File: config.mk
export PLATFORM = sky130hd
export DESIGN_NAME = pitch_detector_flat
export DESIGN_NICKNAME = d
export VERILOG_FILES = /design/src/rtl/pitch_detector_pkg.sv /design/src/rtl/pitch_detector_if.sv /design/src/rtl/pitch_detector_serial_divider.sv /design/src/rtl/pitch_detector.sv /design/src/flat_wrapper.sv
export SDC_FILE = /design/constraint.sdc
export NUM_CORES = 1
export LEC_CHECK = 0
export BUFFER_PORTS_ARGS = -buffer_cell sky130_fd_sc_hd__buf_2
export CORE_UTILIZATION = 44
export DETAILED_ROUTE_END_ITERATION = 12
export PLACE_DENSITY = 0.69
export SYNTH_ARGS = -nofsm -noshare
export SYNTH_HDL_FRONTEND = slang
export SYNTH_SLANG_ARGS = --single-unit
File: constraint.sdc
create_clock -name clk -period 16.2 [get_ports clk]
set_input_delay 3.24 -clock clk [delete_from_list [all_inputs] [get_ports clk]]
set_output_delay 3.24 -clock clk [all_outputs]
set_load 0.005 [all_outputs]
File: src/rtl/pitch_detector_pkg.sv
// Shared constants and types for the pitch detector and the downstream FIFO/compare/tally stages.
// Latency: n/a (declarations only).
// Backpressure: n/a.
package pitch_detector_pkg;

  localparam int FREQ_W       = 15;
  localparam int FREQ_MAX     = 32767;
  localparam int DEF_FS_HZ    = 48000;
  localparam int DEF_SAMPLE_W = 16;

  // Wide enough for a sample index, a saturating crossing count (up to 32768)
  // and the 16-bit divider denominator.
  localparam int CNT_W = 16;

  typedef enum logic [1:0] {
    ST_IDLE,
    ST_DIVIDE,
    ST_WRITE
  } state_t;

  // POS doubles as the unarmed state: a crossing needs a visit to NEG first.
  typedef enum logic {
    REG_POS,
    REG_NEG
  } region_t;

  typedef struct packed {
    logic [CNT_W-1:0] cnt;
    logic [CNT_W-1:0] first_idx;
    logic [CNT_W-1:0] last_idx;
  } snap_t;

  function automatic logic [FREQ_W-1:0] clamp_freq(input logic [31:0] q);
    if (q > 32'(FREQ_MAX)) return FREQ_W'(FREQ_MAX);
    return q[FREQ_W-1:0];
  endfunction

endpackage

File: src/rtl/pitch_detector_if.sv
// Sample stream in, frequency words out to the song FIFO.
// Latency: n/a (wiring only).
// Backpressure: fifo_full holds the write; the sample stream itself is never stalled.
// Ports: sample_valid/sample (audio in), fifo_full (FIFO status),
//        freq_dout/freq_wr_en (FIFO write), frame_dropped/busy (status).
interface pitch_detector_if
  import pitch_detector_pkg::*;
#(
  parameter int SAMPLE_W = DEF_SAMPLE_W
);
  logic                       sample_valid;
  logic signed [SAMPLE_W-1:0] sample;
  logic                       fifo_full;
  logic [FREQ_W-1:0]          freq_dout;
  logic                       freq_wr_en;
  logic                       frame_dropped;
  logic                       busy;

  modport master (
    output sample_valid, sample, fifo_full,
    input  freq_dout, freq_wr_en, frame_dropped, busy
  );

  modport slave (
    input  sample_valid, sample, fifo_full,
    output freq_dout, freq_wr_en, frame_dropped, busy
  );
endinterface

File: src/rtl/pitch_detector_serial_divider.sv
// Restoring unsigned divider, 32-bit numerator by 16-bit denominator, truncating.
// Latency: fixed 32 cycles; done is high in the 32nd cycle after the start edge.
// Backpressure: none; start is only honoured by the caller when idle.
// Ports: clk, rst (async, active high), start, numer[31:0], denom[15:0], done, quotient[31:0].
module serial_divider (
  input  logic        clk,
  input  logic        rst,
  input  logic        start,
  input  logic [31:0] numer,
  input  logic [15:0] denom,
  output logic        done,
  output logic [31:0] quotient
);

  logic [15:0] rem;
  logic [31:0] quo;
  logic [15:0] den;
  logic [5:0]  steps;
  logic        running;

  logic [15:0] rem_in;
  logic [31:0] quo_in;
  logic [15:0] den_in;
  logic [16:0] rem_sh;
  logic        q_bit;
  logic [15:0] rem_nxt;
  logic [31:0] quo_nxt;

  // The first quotient bit is produced on the start edge itself, so 32 bits
  // are complete one cycle after the 31st running edge.
  always_comb begin
    rem_in  = start ? 16'd0 : rem;
    quo_in  = start ? numer : quo;
    den_in  = start ? denom : den;
    rem_sh  = {rem_in, quo_in[31]};
    q_bit   = (rem_sh >= {1'b0, den_in});
    // Remainder stays below the denominator, so 16 bits always hold it.
    rem_nxt = q_bit ? 16'(rem_sh - {1'b0, den_in}) : rem_sh[15:0];
    quo_nxt = {quo_in[30:0], q_bit};
  end

  always_ff @(posedge clk or posedge rst) begin
    if (rst) begin
      rem     <= '0;
      quo     <= '0;
      den     <= '0;
      steps   <= '0;
      running <= 1'b0;
    end else if (start) begin
      rem     <= rem_nxt;
      quo     <= quo_nxt;
      den     <= denom;
      steps   <= 6'd1;
      running <= 1'b1;
    end else if (running) begin
      if (steps == 6'd32) begin
        running <= 1'b0;
      end else begin
        rem   <= rem_nxt;
        quo   <= quo_nxt;
        steps <= steps + 6'd1;
      end
    end
  end

  assign done     = running && (steps == 6'd32);
  assign quotient = quo;

endmodule

File: src/rtl/pitch_detector.sv
// Per-frame pitch estimate: counts hysteresis rising crossings, divides FS*(C-1) by their span.
// Latency: write 33 cycles after the frame-end sample (1 cycle when fewer than 2 crossings).
// Backpressure: write waits while fifo_full; a frame ending meanwhile is dropped, never stalls input.
// Ports: clk, rst (async, active high), bus (slave: sample_valid/sample/fifo_full in,
//        freq_dout/freq_wr_en/frame_dropped/busy out).
module pitch_detector
  import pitch_detector_pkg::*;
#(
  parameter int SAMPLE_W  = DEF_SAMPLE_W,
  parameter int FS_HZ     = DEF_FS_HZ,
  parameter int FRAME_LEN = 2048,
  parameter int HYST      = 256
) (
  input  logic             clk,
  input  logic             rst,
  pitch_detector_if.slave  bus
);

  localparam logic signed [SAMPLE_W-1:0] POS_TH   = SAMPLE_W'(HYST);
  localparam logic signed [SAMPLE_W-1:0] NEG_TH   = SAMPLE_W'(-HYST);
  localparam logic [CNT_W-1:0]           LAST_IDX = CNT_W'(FRAME_LEN - 1);
  localparam logic [CNT_W-1:0]           CNT_SAT  = CNT_W'(FRAME_LEN);
  localparam logic [31:0]                FS_W     = 32'(FS_HZ);

  // Collection side
  region_t          region;
  logic [CNT_W-1:0] idx;
  logic [CNT_W-1:0] cnt;
  logic [CNT_W-1:0] first_idx;
  logic [CNT_W-1:0] last_idx;
  logic             crossing;
  logic             frame_end;
  snap_t            snap;

  // Output side
  state_t            state, state_nxt;
  logic [FREQ_W-1:0] result, result_nxt;
  logic              drop_q, drop_nxt;
  logic              wr_en;
  logic              div_start;
  logic              div_done;
  logic [31:0]       div_num;
  logic [15:0]       div_den;
  logic [31:0]       div_quot;

  // The snapshot includes the frame-end sample's own crossing, so it is
  // formed from the next-state values rather than the registers.
  always_comb begin
    crossing       = bus.sample_valid && (region == REG_NEG) && (bus.sample >= POS_TH);
    snap.cnt       = cnt;
    snap.first_idx = first_idx;
    snap.last_idx  = last_idx;
    if (crossing) begin
      if (cnt != CNT_SAT) snap.cnt = cnt + 16'd1;
      if (cnt == '0) snap.first_idx = idx;
      snap.last_idx = idx;
    end
    frame_end = bus.sample_valid && (idx == LAST_IDX);
  end

  always_ff @(posedge clk or posedge rst) begin
    if (rst) begin
      region    <= REG_POS;
      idx       <= '0;
      cnt       <= '0;
      first_idx <= '0;
      last_idx  <= '0;
    end else if (bus.sample_valid) begin
      if (bus.sample <= NEG_TH) begin
        region <= REG_NEG;
      end else if (bus.sample >= POS_TH) begin
        region <= REG_POS;
      end
      // Region deliberately survives the frame boundary.
      if (frame_end) begin
        idx       <= '0;
        cnt       <= '0;
        first_idx <= '0;
        last_idx  <= '0;
      end else begin
        idx       <= idx + 16'd1;
        cnt       <= snap.cnt;
        first_idx <= snap.first_idx;
        last_idx  <= snap.last_idx;
      end
    end
  end

  assign div_num = FS_W * (32'(snap.cnt) - 32'd1);
  assign div_den = snap.last_idx - snap.first_idx;

  serial_divider u_div (
    .clk      (clk),
    .rst      (rst),
    .start    (div_start),
    .numer    (div_num),
    .denom    (div_den),
    .done     (div_done),
    .quotient (div_quot)
  );

  always_comb begin
    state_nxt  = state;
    result_nxt = result;
    div_start  = 1'b0;
    wr_en      = 1'b0;
    drop_nxt   = frame_end && (state != ST_IDLE);
    case (state)
      ST_IDLE: begin
        if (frame_end) begin
          if (snap.cnt < 16'd2) begin
            result_nxt = '0;
            state_nxt  = ST_WRITE;
          end else begin
            div_start  = 1'b1;
            state_nxt  = ST_DIVIDE;
          end
        end
      end
      ST_DIVIDE: begin
        if (div_done) begin
          result_nxt = clamp_freq(div_quot);
          state_nxt  = ST_WRITE;
        end
      end
      ST_WRITE: begin
        if (!bus.fifo_full) begin
          wr_en     = 1'b1;
          state_nxt = ST_IDLE;
        end
      end
      default: state_nxt = ST_IDLE;
    endcase
  end

  always_ff @(posedge clk or posedge rst) begin
    if (rst) begin
      state  <= ST_IDLE;
      result <= '0;
      drop_q <= 1'b0;
    end else begin
      state  <= state_nxt;
      result <= result_nxt;
      drop_q <= drop_nxt;
    end
  end

  assign bus.freq_dout     = result;
  assign bus.freq_wr_en    = wr_en;
  assign bus.frame_dropped = drop_q;
  assign bus.busy          = (state != ST_IDLE);

endmodule

File: src/flat_wrapper.sv
// flat-port wrapper written by rule: the top's interface ports become plain ports
module pitch_detector_flat import pitch_detector_pkg::*;
#(
  parameter int SAMPLE_W  = DEF_SAMPLE_W,
  parameter int FS_HZ     = DEF_FS_HZ,
  parameter int FRAME_LEN = 2048,
  parameter int HYST      = 256
)
  (clk, rst, bus_sample_valid, bus_sample, bus_fifo_full, bus_freq_dout, bus_freq_wr_en, bus_frame_dropped, bus_busy);
  pitch_detector_if #(.SAMPLE_W(SAMPLE_W)) bus_i ();
  input  logic clk;
  input  logic rst;
  input wire logic [$bits(bus_i.sample_valid)-1:0] bus_sample_valid;
  input wire logic [$bits(bus_i.sample)-1:0] bus_sample;
  input wire logic [$bits(bus_i.fifo_full)-1:0] bus_fifo_full;
  output wire logic [$bits(bus_i.freq_dout)-1:0] bus_freq_dout;
  output wire logic [$bits(bus_i.freq_wr_en)-1:0] bus_freq_wr_en;
  output wire logic [$bits(bus_i.frame_dropped)-1:0] bus_frame_dropped;
  output wire logic [$bits(bus_i.busy)-1:0] bus_busy;
  assign bus_i.sample_valid = bus_sample_valid;
  assign bus_i.sample = bus_sample;
  assign bus_i.fifo_full = bus_fifo_full;
  assign bus_freq_dout = bus_i.freq_dout;
  assign bus_freq_wr_en = bus_i.freq_wr_en;
  assign bus_frame_dropped = bus_i.frame_dropped;
  assign bus_busy = bus_i.busy;
  pitch_detector #(.SAMPLE_W(SAMPLE_W), .FS_HZ(FS_HZ), .FRAME_LEN(FRAME_LEN), .HYST(HYST)) u_core (.clk(clk), .rst(rst), .bus(bus_i));
endmodule
* Word-level counts from Yosys, hierarchy flattened
Cells that the tools add are included.
** Cells by class
- Magnitude comparators :: 5
- Bitwise operators :: 0
- Muxes and demuxes :: 44
- Shifts and indexed selects :: 0
- Divide/modulo/power cells :: 0
- Eq/ne operators :: 10
- $add $sub $neg :: 6
- $mul :: 1
- Reduce and logical (&&, ||, !) cells :: 15
** Operator list (number)
- $mux W16 :: 12
- $mux W32 :: 4
- $mux W15 :: 5
- $mux W48 :: 1
- $add A16 B1 Y16 const B :: 2
- $gt A32 B15 Y1 const B :: 1
- $mul A9 B32 Y25 const A :: 1
- $sub A16 B16 Y16 :: 2
- $pmux W15 S2 :: 1
- $mux W6 :: 3
- $ge A17 B16 Y1 :: 1
- $sub A16 B1 Y17 const B :: 1
- $eq A16 B11 Y1 const B :: 1
- $ge A16 B10 Y1 const B :: 1
- $le A16 B9 Y1 const B :: 1
- $logic_not A16 Y1 :: 1
- $lt A16 B2 Y1 const B :: 1
- $ne A16 B12 Y1 const B :: 1
- $mux W1 :: 13
- $mux W2 :: 4
- $reduce_bool A2 Y1 :: 4
- $add A6 B1 Y6 const B :: 1
- $eq A6 B6 Y1 const B :: 1
- $ne A2 B1 Y1 const B :: 3
- other kinds (9) :: 15
** Storage, ports and cells
- Bits in latches :: 0
- Input port bits :: 20
- Memories :: 0
- Output and inout port bits :: 18
- Word-level logic and storage cells :: 94
- Register bits after elaboration :: 154
- Memory bits (writable) :: 0
- ROM bits :: 0

* Longest topological paths before layout
Gate-level depths: netlist of run 1.
- Depth in word-level cells :: 13
- Depth in mapped cells :: 46
- Depth with buffers taken out :: 45

* Cells and area by module
A second synthesis of run 1 with hierarchy kept.
** Unflattened totals
- Cells, all modules :: 1479
- Area total of the unflattened synthesis :: 13345.3 um2
** By module, submodules not included
- pitch_detector :: cells each 1031, times used 1, seq. area each 2077.0 um2, area an instance 8996.1 um2
- serial_divider :: cells each 448, times used 1, seq. area each 1776.7 um2, area an instance 4349.2 um2

* Least setup slack after synthesis of run 1
No wires, ideal clock.
- Path type :: in2reg
- Start point :: in bus_sample[13]
- End point :: reg u_core.u_div.rem[2]
- Path slack :: 4.295 ns
- Cell stages on the path :: 42
- Path buffers :: 1
- Arrival time :: 11.781 ns
- Data required time :: 16.075 ns
- Setup time :: 0.125 ns
- Path through :: nor4_4 > a21oi_2 > and2_1 > nand2_1 > xor2_1 > ha_1 > inv_1 > o22ai_1 > nand3_1 > o311ai_2 > a211o_1 > mux2i_1 > a21oi_2 > xnor2_2 > xor2_1 > ha_1 > inv_1 > fa_1 > [... 6 more ...] > o21ai_0 > a22o_1 > a211o_1 > a31oi_1 > a211oi_1 > xor2_1 > o21a_1 > ha_1 > nor2b_1 > o211ai_1 > and3_1 > nor3_1 > or4_1 > nand3_1 > and4_1 > buf_6 > mux2_4 > mux2_2
** On the way
- Cells in the longest elaborated chain, start to end :: 13
- Elaborated cells on any way between the ends :: 22
- Classes of those cells :: 3 x add/sub; 1 x mul; 3 x order compare; 1 x eq/ne; 11 x mux; 3 x reduce/logical
** RTL lines
- start, declared :: RTL line flat_wrapper.sv:14 : input wire logic [$bits(bus_i.sample)-1:0] bus_sample;
- $ge A16 B10 Y1 (*) :: RTL line pitch_detector.sv:49 : crossing = bus.sample_valid && (region == REG_NEG) && (bus.sample >= POS_TH);
- $logic_and A1 B1 Y1 (*) :: RTL line pitch_detector.sv:49
- $mux W48 (*) :: RTL line pitch_detector.sv:53 : if (crossing) begin
- branches (longest 10 deep; another with $mul A9 B32 Y25)
- end signal, assigned :: RTL line pitch_detector_serial_divider.sv:50 : rem <= rem_nxt;
- end signal, assigned :: RTL line pitch_detector_serial_divider.sv:59 : rem <= rem_nxt;
- end, declared :: RTL line pitch_detector_serial_divider.sv:15 : logic [15:0] rem;
Every way passes the cells marked *. The select of a mux whose other input is x is not followed.
A chain may end at the register's enable or synchronous reset.

* Worst setup path after layout of run 1
- Start point :: in bus_sample_valid
- End point :: reg u_core.u_div.rem[3]
** On the way
- Cells in the longest elaborated chain, start to end :: 13
- Elaborated cells on any way between the ends :: 23
- Classes of those cells :: 3 x add/sub; 1 x mul; 2 x order compare; 1 x eq/ne; 11 x mux; 5 x reduce/logical
** RTL lines
- start, declared :: RTL line flat_wrapper.sv:13 : input wire logic [$bits(bus_i.sample_valid)-1:0] bus_sample_valid;
- branches (longest 13 deep; another with $mul A9 B32 Y25)
Parallel ways; which one is timed is not known. The select of a mux whose other input is x is not followed.

==> results.toml, run 1 <==
[run_status]
status = "finished clean"

[place]
port_buffers = 37
gp_congestion = 0.9132
hpwl_mm = 21.49

[logic_synthesis]
synthesis.area_um2 = 13020
avgSynthCellArea_um2 = 8.972
ys_types = 75
ys_async_sr_fraction_pct = 100.0
synth_enable_flop_cells = 0
synth-seq-cells = 154
ys_warn_count = 0
ys.flop_type = "dfrtp_1"
ys_seq_area_share_pct = 29.60
synthesis.nets = 1640
syn_inst = 1451

[clock_tree]
cts_setup_buffers = 0
worstSkewPairLatency_ps = 430
cts_tree = "done"
numCtsBuffers = 17
holdBufCountCts = 0
cts_max_level = 4
path_clk_slew_ps = 60
cts.repair.resized = 0
clk_path_buf_depth = 2
ctsRootBufferMaster = "clkbuf_16"
clkSinkCount = 154

[sta]
finalSetupViolCount = 0
hold_violations = 0
post-route-period-util_pct = 81.79
max_slew_margin_pct = 30.01
min_period_ps = 13250
tightest_slew_ps = 1048
finClkSkew_ps = 13.03
rsz0062_at_grt = "no"
fmax_mhz = 75.48
setup_tns_ps = 0
drv_slew = 0

[setup_path]
r2r_setup_slack_ps = 5400
slowest_delay_ps = 680
startpoint_type = "input port"
worst_path_dominant_cell_family = "simple AND/OR/NAND/NOR gates"
path_buf_inv = 7
critPathMaxFanout = 26
critPathCaptureType = "flop"
cpMaxStageDelayCell = "o21ai_1"
cp.required_ps = 16490
path_common_cell = "inv_1"
r2r_cells = 43
arrival_ps = 13540
path_class = "input port to flop"
critical_path_depth = 43

[grt]
grt_use_met1_pct = 27.57
grt_pass1_vias = 9867
globalRoute.busiestLayer = "met2"
antenna_found_initial = 0
use_met2_pct = 33.47
grt_pass1_wl_mm = 49.31
grt_max_degree = 82
track_usage_pct = 19.98
grt.met3_usage_pct = 2.756
grt-ovfl-total = 0

[die]
die_area_um2 = 30280
dieWidth_um = 174.0
num_rows = 62
pin_count = 38
core_area_um2 = 28940
die_h_um = 174.0
start_util_pct = 44.99

[cells_and_area]
antennaDiodeCount = 0
layout.nets = 1646
area_growth_pct = 8.352
fillerInstances = 2694
drive_gt1_share_pct = 7.687

[drt]
drt-total-wl_mm = 28.71
drt-pass1-iter-count = 5
ant_nets = 0
via_count = 9853
drc_errors = 0
drtIter0Drc = 695
routed_via_density = 5.314
routedWlPerCell_um = 15.48

[run]
cap_violations = 0

[min_path]
worstHoldPathType = "flop to flop"
hold_path_depth = 2
## path summary, 6_finish.rpt
| path | end | from |
|---|---|---|
| worst max-delay path | u_core.u_div.rem[3] | bus_sample_valid |
| min in group asynchronous | u_core.u_div.quotient[4] | rst |
| worst min-delay path | u_core.u_div.den[1] | u_core.u_div.den[1] |
| max in group asynchronous | u_core.u_div.quotient[31] | rst |
| worst max register to register | u_core.u_div.rem[3] | u_core.cnt[0] |
| worst min register to register | u_core.u_div.den[1] | u_core.u_div.den[1] |
## cell usage after synthesis (3+ instances only)
library cell	count	area, um2
and4_1	5	43.79
nand2_1	136	510.5
mux2_2	3	33.78
clkbuf_1	39	146.4
o21bai_1	7	52.55
a211oi_1	9	67.56
nor4_1	11	68.82
a21o_1	15	112.6
or3_1	10	62.56
inv_1	201	754.5
and2_1	42	262.8
o2bb2ai_1	13	113.9
a211o_1	6	52.55
and3_1	11	68.82
or2_2	3	18.77
nor3_1	18	90.09
fa_1	67	1341
o31ai_1	5	37.54
o21ai_0	70	350.3
nor3b_1	4	30.03
nand4_1	16	100.1
o21ai_1	3	15.01
nand2b_1	5	31.28
nor4b_1	3	26.28
o21a_1	6	45.04
a31o_2	3	26.28
nor2_1	95	356.6
mux2i_1	56	560.5
xor2_1	40	350.3
or4_1	3	22.52
xnor2_2	4	65.06
xnor2_1	75	656.9
a21oi_1	66	330.3
nand3b_1	3	22.52
nand3_1	37	185.2
ha_1	102	1276
a31oi_1	17	106.4
buf_2	15	75.07
buf_1	4	15.01
nor2b_1	24	150.1
dfrtp_1	154	3854
## metrics by stage
step / worst slack [ps] / utilization (%) / cell area (um2) / instances / hold slack (ps)
finish: 2951 / 48.75 / 14110 / 1854 / 465.6
global route: 2102 / 48.75 / 14110 / 1854 / 497.2
CTS: 2996 / 48.75 / 14110 / 1854 / 467.0
detailed placement: 2528 / 46.75 / 13530 / 1822 / 453.2
global placement: 2839 / 46.75 / 13530 / 1822 / 450.2
floorplan: 4295 / - / 13020 / 1451 / 434.1
## cell families after synthesis
logic type | count (synthesis) | share of synthesized area, %
multiplexers | 61 | 4.796
AO/OA/AOI/OAI | 249 | 12.37
XOR/XNOR | 122 | 8.784
AND/OR/NAND/NOR | 436 | 16.65
adder cells (fa/ha/maj) | 169 | 20.11
buffers and inverters | 260 | 7.698
flip-flops | 154 | 29.60
## routing by layer
| metal | share of wire, % | vias up |
|---|---|---|
| li1 | - | 4831 |
| met1 | 48 | 4813 |
| met2 | 48 | 191 |
| met3 | 3.5 | 18 |
| met4 | 0.87 | 0 |
| met5 | 0 | - |
## flip-flops by register name, indices dropped and copies added (netlist names)
name / count
u_core.u_div.quotient: 32
u_core.cnt: 16
u_core.first_idx: 16
u_core.idx: 16
u_core.last_idx: 16
u_core.u_div.den: 16
u_core.u_div.rem: 16
u_core.bus.freq_dout: 15
u_core.u_div.steps: 6
u_core.state: 2
u_core.bus.frame_dropped: 1
u_core.region: 1
u_core.u_div.running: 1
## layout make-up
cell class | count | area, um2 | area share [%]
Clock buffer | 18 | 429.2 | 3.042
Clock inverter | 14 | 150.1 | 1.064
Inverter | 201 | 759.5 | 5.384
Multi-Input combinational cell | 1037 | 8180 | 57.99
Sequential cell | 154 | 3854 | 27.32
Tap cell | 384 | 480.5 | 3.406
Timing Repair Buffer | 46 | 252.7 | 1.792
## layout by cell type, fill, tap and decap left out, drive strengths merged, types with 16 or more instances in the layout
master and instances:
a21oi 68, a31oi 17, and2 43, buf 46, clkbuf 18, dfrtp 154
fa 67, ha 102, inv 211, mux2i 56, nand2 136, nand3 37
nand4 16, nor2 95, nor2b 24, nor3 20, o21ai 74, xnor2 80
xor2 42
## tightest hold or removal path: cells and delay by family, from the launching register on
family	cells	cell delay, ps
flip-flops	1	320
AND/OR/NAND/NOR	2	110
Power of run 1 is left out: the tool's default activity adds up to more than one toggle a clock period on the data nets, which glitch-free logic cannot reach.
==> inputs of run 2 (changes only) <==
ABC_AREA = 1   (was unset)
clock period = 12.5 ns   (was 16.2 ns; I/O delays follow)
==> run 2 against run 1 <==
  * Global-route usage is 0.73 points higher
  * Synthesized cell count is 19% higher
  * Clock skew rose by 1.3 ps
  * Final area increased by 0.57%
  * Worst hold slack gained 16 ps
  * Cell count increased by 15%
  * Sequential cell count stayed put
  * Setup slack got worse by 1500 ps
  * First-iteration DRC count rose by 7.2%
  * Highest routed layer unchanged
==> results.toml, run 2 <==
[run_status]
status = "finished clean"

[clock_tree]
clk_path_buf_depth = 2
worstSkewPairLatency_ps = 430
cts_tree = "done"
cts.repair.resized = 0
cts_max_level = 4
cts_setup_buffers = 0
holdBufCountCts = 0
ctsRootBufferMaster = "clkbuf_16"
path_clk_slew_ps = 70
numCtsBuffers = 17
clkSinkCount = 154

[drt]
drtIter0Drc = 745
routed_via_density = 5.080
drt-total-wl_mm = 29.45
ant_nets = 0
drt-pass1-iter-count = 5
via_count = 10850
drc_errors = 0
routedWlPerCell_um = 13.80

[setup_path]
cp.required_ps = 12770
arrival_ps = 11320
cpMaxStageDelayCell = "nor3_4"
startpoint_type = "input port"
slowest_delay_ps = 640
critPathMaxFanout = 19
critPathCaptureType = "flop"
path_class = "input port to flop"

[logic_synthesis]
synthesis.area_um2 = 13070
post-synth-top-count-cell = "inv_1"
ys_warn_count = 0
synth_top_area_share_pct = 29.49
ys_types = 51
yosysTopAreaCell = "dfrtp_1"
ys.flop_type = "dfrtp_1"
ys_async_sr_fraction_pct = 100.0
synthesis.nets = 1911
ys_seq_area_share_pct = 29.49
ys_top_cells_by_area = "dfrtp_1, inv_1, fa_1"
synth-seq-cells = 154
syn_inst = 1722
avgSynthCellArea_um2 = 7.588
synth_enable_flop_cells = 0
netlist_top_cells_count = "inv_1, nand2_1, dfrtp_1, o21ai_0, nor2_1"

[sta]
rsz0062_at_grt = "no"
finalSetupViolCount = 0
min_period_ps = 11050
max_slew_margin_pct = 19.42
fmax_mhz = 90.49
finClkSkew_ps = 14.37
hold_slack_ps = 481.7
post-route-period-util_pct = 88.41
setup_tns_ps = 0
hold_violations = 0
drv_slew = 0
tightest_slew_ps = 1209

[place]
placed_area_um2 = 13570
hpwl_mm = 22.85
gp_congestion = 0.8999
port_buffers = 37

[grt]
grt-ovfl-total = 0
grt_pass1_wl_mm = 51.82
grt_max_degree = 91
track_usage_pct = 20.71
antenna_found_initial = 0
grt_pass1_vias = 11020

[cells_and_area]
drive_gt1_share_pct = 7.539
largest_reg_flops = 32
layout.nets = 1927
area_growth_pct = 8.570
final_cell_mix = "inv_1, nand2_1, dfrtp_1"
mostFrequentLayoutCell = "inv_1"
antennaDiodeCount = 0
fin_area_um2 = 14190

[die]
core_area_um2 = 28940
die_area_um2 = 30390
num_rows = 62
dieWidth_um = 174.3
die_h_um = 174.3
start_util_pct = 45.16
pin_count = 38

[run]
cap_violations = 0

[min_path]
worstHoldPathType = "flop to flop"
## run 2: changes by cell type after synthesis, sizes merged, moves of 24 or more
cell and delta:
nand2 +209, inv +169, o21ai +75, xnor2 -61, nand3 +43, mux2i -41, and2 -40, nor2 +34
nor2b -24
## run 2: worst paths after layout
check	slack, ps	startpoint	cells after the start	to
worst max-delay path	1450	bus_sample_valid	47	u_core.u_div.rem[14]
worst min-delay path	480	u_core.u_div.den[2]	2	u_core.u_div.den[2]
worst max register to register	3150	u_core.cnt[0]	45	u_core.u_div.rem[14]
worst min register to register	480	u_core.u_div.den[2]	2	u_core.u_div.den[2]
max in group asynchronous	8930	rst	3	u_core.region
min in group asynchronous	2200	rst	2	u_core.u_div.rem[13]
## run 2: cell families after synthesis
| logic type | Yosys count | synth area share, % |
|---|---|---|
| DFF | 154 | 29.49 |
| muxes | 15 | 1.149 |
| AOI/OAI and AO/OA | 264 | 11.06 |
| adders and majority gates | 169 | 20.03 |
| and+or+nand+nor | 633 | 21.11 |
| xor gates and xnor gates | 72 | 4.884 |
| buffers and inverters | 415 | 12.28 |
## run 2: through the flow
stage	util (%)	std cells	setup WS (ps)
3_5_place_dp	46.90	2103	1074
5_1_grt	49.03	2135	546.4
2_1_floorplan	-	1722	2329
4_1_cts	49.03	2135	1479
6_report	49.03	2135	1449
3_3_place_gp	46.90	2103	1159
## run 2: cell type report
class | instances | area [um2]
repair buffers | 42 | 222.7
inverters | 370 | 1394
clock inverters | 14 | 175.2
multi-input cells | 1153 | 7621
clock buffers | 18 | 439.2
fillers | 2781 | 14750
well taps | 384 | 480.5
flip-flops and latches | 154 | 3854
## run 2: critical path: cells and delay by family
kind	cells	cell delay [ps]
XOR/XNOR	2	500
AO/OA/AOI/OAI	9	1910
AND/OR/NAND/NOR	19	2870
buffers and inverters	9	750
adder cells (fa/ha/maj)	8	2760
## run 2: routing by layer
layer / GRT usage [%] / share of wire (%)
met1: 26.43 / 46
met2: 36.97 / 50
met3: 2.603 / 2.3
met4: 5.007 / 1.4
met5: 0 / 0
Power of run 2 is left out for the same reason.
